$ cat config.mk
export PLATFORM = sky130hd
export DESIGN_NAME = line_buffer_3x3
export DESIGN_NICKNAME = d
export VERILOG_FILES = /design/src/rtl/line_buffer_3x3.sv
export SDC_FILE = /design/constraint.sdc
export NUM_CORES = 2
export LEC_CHECK = 0
export CAP_MARGIN = 20
export CORE_ASPECT_RATIO = 0.5
export CORE_MARGIN = 4
export CORE_UTILIZATION = 45
export DETAILED_ROUTE_END_ITERATION = 10
export PLACE_DENSITY = 0.73
export SLEW_MARGIN = 20
export SYNTH_ARGS = -nofsm -noshare
export SYNTH_HDL_FRONTEND = slang
export SYNTH_SLANG_ARGS = --single-unit
export TNS_END_PERCENT = 10
$ cat constraint.sdc
create_clock -name clk -period 18.9 [get_ports clk]
set_clock_uncertainty 0.05 [all_clocks]
set_input_delay 3.78 -clock clk [delete_from_list [all_inputs] [get_ports clk]]
set_output_delay 3.78 -clock clk [all_outputs]
set_load 0.01 [all_outputs]
$ cat src/rtl/line_buffer_3x3.sv
// Streaming 3x3 window generator: two row line buffers feed a shifting window register.
// Optional `LINE_BUFFER_FRAME_DONE_EN adds a frame_done_o pulse on the last window of each frame.
module line_buffer_3x3 #(
  parameter int IMG_WIDTH  = 256,
  parameter int IMG_HEIGHT = 256
) (
  input  logic       clk,
  input  logic       rst,
  input  logic [7:0] grayscale_i,
  input  logic       done_i,
  output logic [7:0] p00_o,
  output logic [7:0] p01_o,
  output logic [7:0] p02_o,
  output logic [7:0] p10_o,
  output logic [7:0] p11_o,
  output logic [7:0] p12_o,
  output logic [7:0] p20_o,
  output logic [7:0] p21_o,
  output logic [7:0] p22_o,
  output logic       done_o
`ifdef LINE_BUFFER_FRAME_DONE_EN
  ,
  output logic       frame_done_o
`endif
);

  localparam int CW = $clog2(IMG_WIDTH);
  localparam int RW = $clog2(IMG_HEIGHT);
  localparam logic [CW-1:0] COL_LAST = CW'(IMG_WIDTH - 1);
  localparam logic [RW-1:0] ROW_LAST = RW'(IMG_HEIGHT - 1);

  logic [CW-1:0] col_q, col_d;
  logic [RW-1:0] row_q, row_d;
  logic [7:0]    win_q [3][3];
  logic [7:0]    win_d [3][3];
  logic          done_q, done_d;

  // lb0 holds the previous row, lb1 the row before that.
  logic [7:0] lb0_q [IMG_WIDTH];
  logic [7:0] lb1_q [IMG_WIDTH];

  always_comb begin
    // NOTE: every next-state signal gets a default first so no path leaves it unassigned (no latches).
    col_d  = col_q;
    row_d  = row_q;
    win_d  = win_q;
    done_d = 1'b0;
    if (done_i) begin
      if (col_q == COL_LAST) begin
        col_d = '0;
        row_d = (row_q == ROW_LAST) ? '0 : row_q + RW'(1);
      end else begin
        col_d = col_q + CW'(1);
      end
      for (int i = 0; i < 3; i++) begin
        win_d[i][0] = win_q[i][1];
        win_d[i][1] = win_q[i][2];
      end
      win_d[0][2] = lb1_q[col_q];
      win_d[1][2] = lb0_q[col_q];
      win_d[2][2] = grayscale_i;
      // Columns 0/1 still hold the tail of the previous row, so those windows are suppressed.
      done_d = (row_q >= RW'(2)) && (col_q >= CW'(2));
    end
  end

  // NOTE: sequential state uses non-blocking assignments so every register samples pre-edge values.
  always_ff @(posedge clk or posedge rst) begin
    if (rst) begin
      col_q  <= '0;
      row_q  <= '0;
      win_q  <= '{default: '0};
      done_q <= 1'b0;
    end else begin
      col_q  <= col_d;
      row_q  <= row_d;
      win_q  <= win_d;
      done_q <= done_d;
    end
  end

  // NOTE: the line buffers are RAM and deliberately have no reset; the row >= 2 gating masks stale data.
  always_ff @(posedge clk) begin
    if (done_i && !rst) begin
      lb1_q[col_q] <= lb0_q[col_q];
      lb0_q[col_q] <= grayscale_i;
    end
  end

`ifdef LINE_BUFFER_FRAME_DONE_EN
  logic frame_done_q;

  always_ff @(posedge clk or posedge rst) begin
    if (rst) begin
      frame_done_q <= 1'b0;
    end else begin
      frame_done_q <= done_i && (row_q == ROW_LAST) && (col_q == COL_LAST);
    end
  end

  assign frame_done_o = frame_done_q;
`endif

  assign p00_o  = win_q[0][0];
  assign p01_o  = win_q[0][1];
  assign p02_o  = win_q[0][2];
  assign p10_o  = win_q[1][0];
  assign p11_o  = win_q[1][1];
  assign p12_o  = win_q[1][2];
  assign p20_o  = win_q[2][0];
  assign p21_o  = win_q[2][1];
  assign p22_o  = win_q[2][2];
  assign done_o = done_q;

endmodule
* Word level (Yosys, flattened, before mapping)
Memory sizes are Yosys's and may differ from the RTL's. A register that Yosys moved wholly into a read port is not among the register bits.
Cells that the tools add are included.
** Storage, ports and cells
- Flip-flop bits (word level) :: 81
- RAM bits :: 4096
- Output and inout port bits :: 73
- Memories kept :: 2
** Operators by class
- $add $sub $neg :: 2
- Order comparisons :: 2
- Equal/unequal tests :: 2
- Muxes and demuxes :: 5
- Reduce and logical (&&, ||, !) cells :: 4
** Memories
- lb0_q :: words 256, bits a word 8, read ports 1, clocked after memory_dff 0, write ports 1, line 39 : logic [7:0] lb0_q [IMG_WIDTH];
- lb1_q :: words 256, bits a word 8, read ports 1, clocked after memory_dff 1, write ports 1, line 40 : logic [7:0] lb1_q [IMG_WIDTH];
** Operators with widths (number)
- 8-bit by 1-bit adder with 8-bit output, second input constant :: 2
- 8-bit equality test, second input constant :: 2
- 8-bit by 2-bit >= comparator with 1-bit output, second input constant :: 2
- 8-bit two-way mux :: 2
- 1-bit two-way mux :: 3
- 1-bit logical AND :: 2
- 2-bit AND reduction :: 1
- 1-bit zero test :: 1

* Longest topological paths before layout
- Depth after elaboration :: 4
- Mapped depth :: 13
- Gate-level depth less buffers :: 8

* Least setup slack after synthesis
Ideal clock, no wire load.
- Path type :: register to register
- From :: reg col_q[2]
- To :: mem lb1_q[0][0] (data pin)
- Setup time :: 2.974 ns
- Arrival time :: 16.138 ns
- Path slack :: -0.262 ns
- Stages on the path, launching flop included :: 10
- Clock period less this slack :: 19.162 ns
- Path through :: dfrtp_1 buf_2 buf_2 nor2_1 clkbuf_1 buf_2 a22oi_1 a21oi_1 nor2_1 o41ai_1
** Between the ends
- Longest elaborated chain between the ends :: 1
** RTL lines
- from (decl) :: line 32 : logic [CW-1:0] col_q, col_d;
- from (signal assigned) :: line 75 : col_q <= col_d;
- memory 256 x 8 bit
- to (decl) :: line 40
Every way passes these cells.

* Final worst setup path
- From :: reg col_q[0]
- To :: mem lb1_q[33][6] (data pin)
Same word-level chain as after synthesis.

==> flow_summary_export.csv <==
group,metric,value,unit
floorplanning,io_pins,84,
clocking,cts_resized,0,
clocking,ctsHoldBuffers,0,
detailed_routing,firstDrtPassIters,6,
critical_path,r2r-end,"lb1_q[33][6]$_DFFE_PP_",
detailed_routing,vias,81800,
synth,yosysUniqueCellTypes,74,
synth,synth-edff-count,4096,
clocking,cts.sinks,4185,
sta,fin_crit_sh,47.2,%
clocking,tritoncts.num_buffers,374,
critical_path,reg2regPathDepth,12,
synth,yosysSeqAreaShare,78.0,%
detailed_routing,ant_nets,0,
detailed_routing,detail_route.wl_per_cell,35.1,um
critical_path,cp_max_fo,98,
place,portBuffers,83,
critical_path,r2r_setup_slack,9990,ps
floorplanning,die_w,853,um
power_and_ir_drop,irDropWorstVdd,0.295,mV
critical_path,crit_path_end_kind,"flip-flop",
power_and_ir_drop,power.density,170,nW/um^2
detailed_routing,wirelength,445000,um
floorplanning,die_y,430,um
job,cap_violations,0,
sta,min_period,8910,ps
cells_and_area,num-nets-final,7630,
critical_path,r2r-start,"col_q[0]$_DFFE_PP0P_",
place,place_congestion,0.935,
sta,finalSetupTns,0,ps
clocking,clk_latency,930,ps
clocking,path_clk_slew,60,ps
worst_hold_path,hp-start,"p00_o[6]$_DFFE_PP0P_",
detailed_routing,drtIter0Drc,13800,
clocking,clockBufferDepth,4,
grt,grt-ovfl-total,0,
clocking,postCtsSetupBuffers,0,
sta,finalMaxSlewViolations,0,
sta,max_slew_margin,7.34,%
detailed_routing,via_per_inst,6.45,
critical_path,path_class,"flip-flop to flip-flop",
critical_path,cp_data_required_time,19300,ps
detailed_routing,drc_errors,0,
synth,syn_inst,7159,
floorplanning,rows,154,
grt,grt_pass1_vias,80300,
synth,syn_nets,7176,
floorplanning,dieArea,367000,um^2
grt,antenna_found_initial,24,
synth,ys_ff_latch,4185,
critical_path,cp-start-kind,"flip-flop",
critical_path,worstPathArrival,9310,ps
sta,whs,453,ps
sta,hold_violations,0,
cells_and_area,final_core_util,51.2,%
sta,rsz0062_at_grt,"false",
power_and_ir_drop,power,30.8,mW
grt,grt_max_degree,194,
worst_hold_path,hold_path_class,"flip-flop to flip-flop",
clocking,cts_max_level,5,
clocking,cts_root_buf,"clkbuf_16",
grt,grtUsageTotal,23.9,%
grt,grt_pass1_wl,626000,um
synth,ys_warn_count,0,
place,dpl.hpwl,257000,um
worst_hold_path,holdPathStages,1,
synth,synth_area,161000,um^2
floorplanning,fp.coreArea,354000,um^2
sta,worst_pin_slew,1390,ps
clocking,cts_tree,"built",
cells_and_area,layout-drive-gt1-share,27.3,%
cells_and_area,syn_to_final_growth,12.8,%
worst_hold_path,min_to,"p00_o[6]$_DFFE_PP0P_",
power_and_ir_drop,leakage,56.1,nW
synth,avgSynthCellArea,22.4,um^2
floorplanning,start_util,45.4,%
synth,ys.flop_type,"edfxtp_1",
sta,max_freq,112,MHz
synth,async_flop_share,2.13,%
run_status,status,"completed",
sta,setup_viol,0,
==> worst max-delay path, stage by stage, from the launching register on <==
cell and delay (ps):
dfrtp_4 790, buf_4 700, buf_12 590, buf_4 670, buf_4 720, mux4_2 600, a22oi_1 260, a31oi_1 180
or4_1 830, nor4_1 780, nand2_4 640, buf_4 620, buf_4 510
==> power by group <==
part | internal [mW] | switching (mW) | leakage (nW) | total (mW)
Combinational | 3.04 | 7.12 | 12.4 | 10.2
Clock | 4.20 | 3.34 | 5.83 | 7.54
Sequential | 12.9 | 0.178 | 37.9 | 13.1
==> how the worst max path moves through the flow <==
stage / startpoint / endpoint / depth (start not counted)
2_1_floorplan: col_q[0]$_DFFE_PP0P_ / lb1_q[0][7]$_DFFE_PP_ / 10
3_3_place_gp: col_q[0]$_DFFE_PP0P_ / lb1_q[160][6]$_DFFE_PP_ / 12
3_5_place_dp: col_q[0]$_DFFE_PP0P_ / lb1_q[168][6]$_DFFE_PP_ / 12
4_1_cts: col_q[0]$_DFFE_PP0P_ / lb1_q[49][6]$_DFFE_PP_ / 12
5_1_grt: col_q[0]$_DFFE_PP0P_ / lb1_q[33][6]$_DFFE_PP_ / 12
6_report: col_q[0]$_DFFE_PP0P_ / lb1_q[33][6]$_DFFE_PP_ / 12
==> layout by cell type (no fill, tap or decap), types with 16 or more instances in the layout <==
master / count
edfxtp_1: 4096
mux4_2: 1026
buf_4: 395
clkbuf_16: 384
nor2_1: 286
mux2i_1: 214
nand2_1: 150
a22oi_1: 137
clkinv_1: 81
dfrtp_1: 81
clkbuf_1: 77
clkdlybuf4s50_1: 74
mux2_2: 73
o22ai_1: 66
clkinv_2: 65
a21oi_1: 55
nand3_1: 42
a221oi_1: 35
nor2_2: 34
a211oi_1: 33
bufinv_16: 32
a31oi_1: 29
o21ai_0: 27
nor3_1: 22
o211ai_1: 20
a22o_1: 19
diode_2: 16
==> cell families after synthesis <==
kind of cell             Yosys count  share of synthesized area [%]
AO/OA/AOI/OAI                    524                           2.37
adder cells (fa/ha/maj)            6                         0.0468
buffers and inverters            437                           1.37
flip-flops                      4185                           78.0
XOR/XNOR                          13                         0.0709
AND/OR/NAND/NOR                  680                           1.90
multiplexers                    1314                           16.2
==> registers in the layout, summed over array words and instances (netlist names) <==
signal	count
p22_o	8
p01_o	8
done_o	1
p02_o	8
p11_o	8
p20_o	8
p21_o	8
lb1_q	2048
col_q	8
p00_o	8
lb0_q	2048
row_q	8
p12_o	8
p10_o	8
==> synth_stat cells, types with 9 or more instances <==
cell,number,area share (%)
a221oi_1,35,0.19
nand3_1,43,0.13
buf_4,63,0.29
a22o_1,19,0.10
nor3_1,23,0.072
buf_2,157,0.49
buf_6,16,0.11
mux2i_1,215,1.3
mux2_2,73,0.51
clkbuf_1,150,0.35
nor4_1,11,0.043
o32ai_1,10,0.055
xnor2_1,11,0.060
and2_1,9,0.035
o221ai_1,13,0.071
a2111oi_0,9,0.049
nor2_1,326,0.76
nand4_1,15,0.058
o211ai_1,20,0.094
nor2b_1,17,0.066
buf_1,36,0.084
edfxtp_1,4096,77
o21ai_0,27,0.084
a211oi_1,33,0.15
nand2_1,170,0.40
a31oi_1,30,0.12
dfrtp_1,89,1.4
inv_1,12,0.028
and3_1,10,0.039
a21oi_1,56,0.17
a22oi_1,137,0.64
o22ai_1,66,0.26
mux4_2,1026,14
==> through the flow <==
step / instances / area, um^2 / setup WS (ps)
floorplan: 7159 / 161000 / 7350
global placement: 12000 / 169000 / 10230
detailed placement: 12000 / 169000 / 10120
CTS: 12700 / 181000 / 10060
global route: 12700 / 181000 / 9500
finish: 12700 / 181000 / 9990
==> final cells by class <==
type	instances	area [um^2]
sequential	4185	125000
tap	4758	5950
inverter	14	62.6
clock buffer	469	10000
multi-input combinational	2537	33500
antenna	16	40.0
timing repair buffer	501	4260
clock inverter	209	1930
fill	26700	173000
==> layer usage <==
metal | GRT usage [%] | vias up | share of wire, %
met5 | 0.260 | - | 0.045
met4 | 9.64 | 10 | 4.8
met3 | 8.91 | 1053 | 16
met2 | 35.2 | 6393 | 44
met1 | 32.4 | 43100 | 35
li1 | - | 31300 | -
Note: power is estimated with default switching activity, not from simulation.
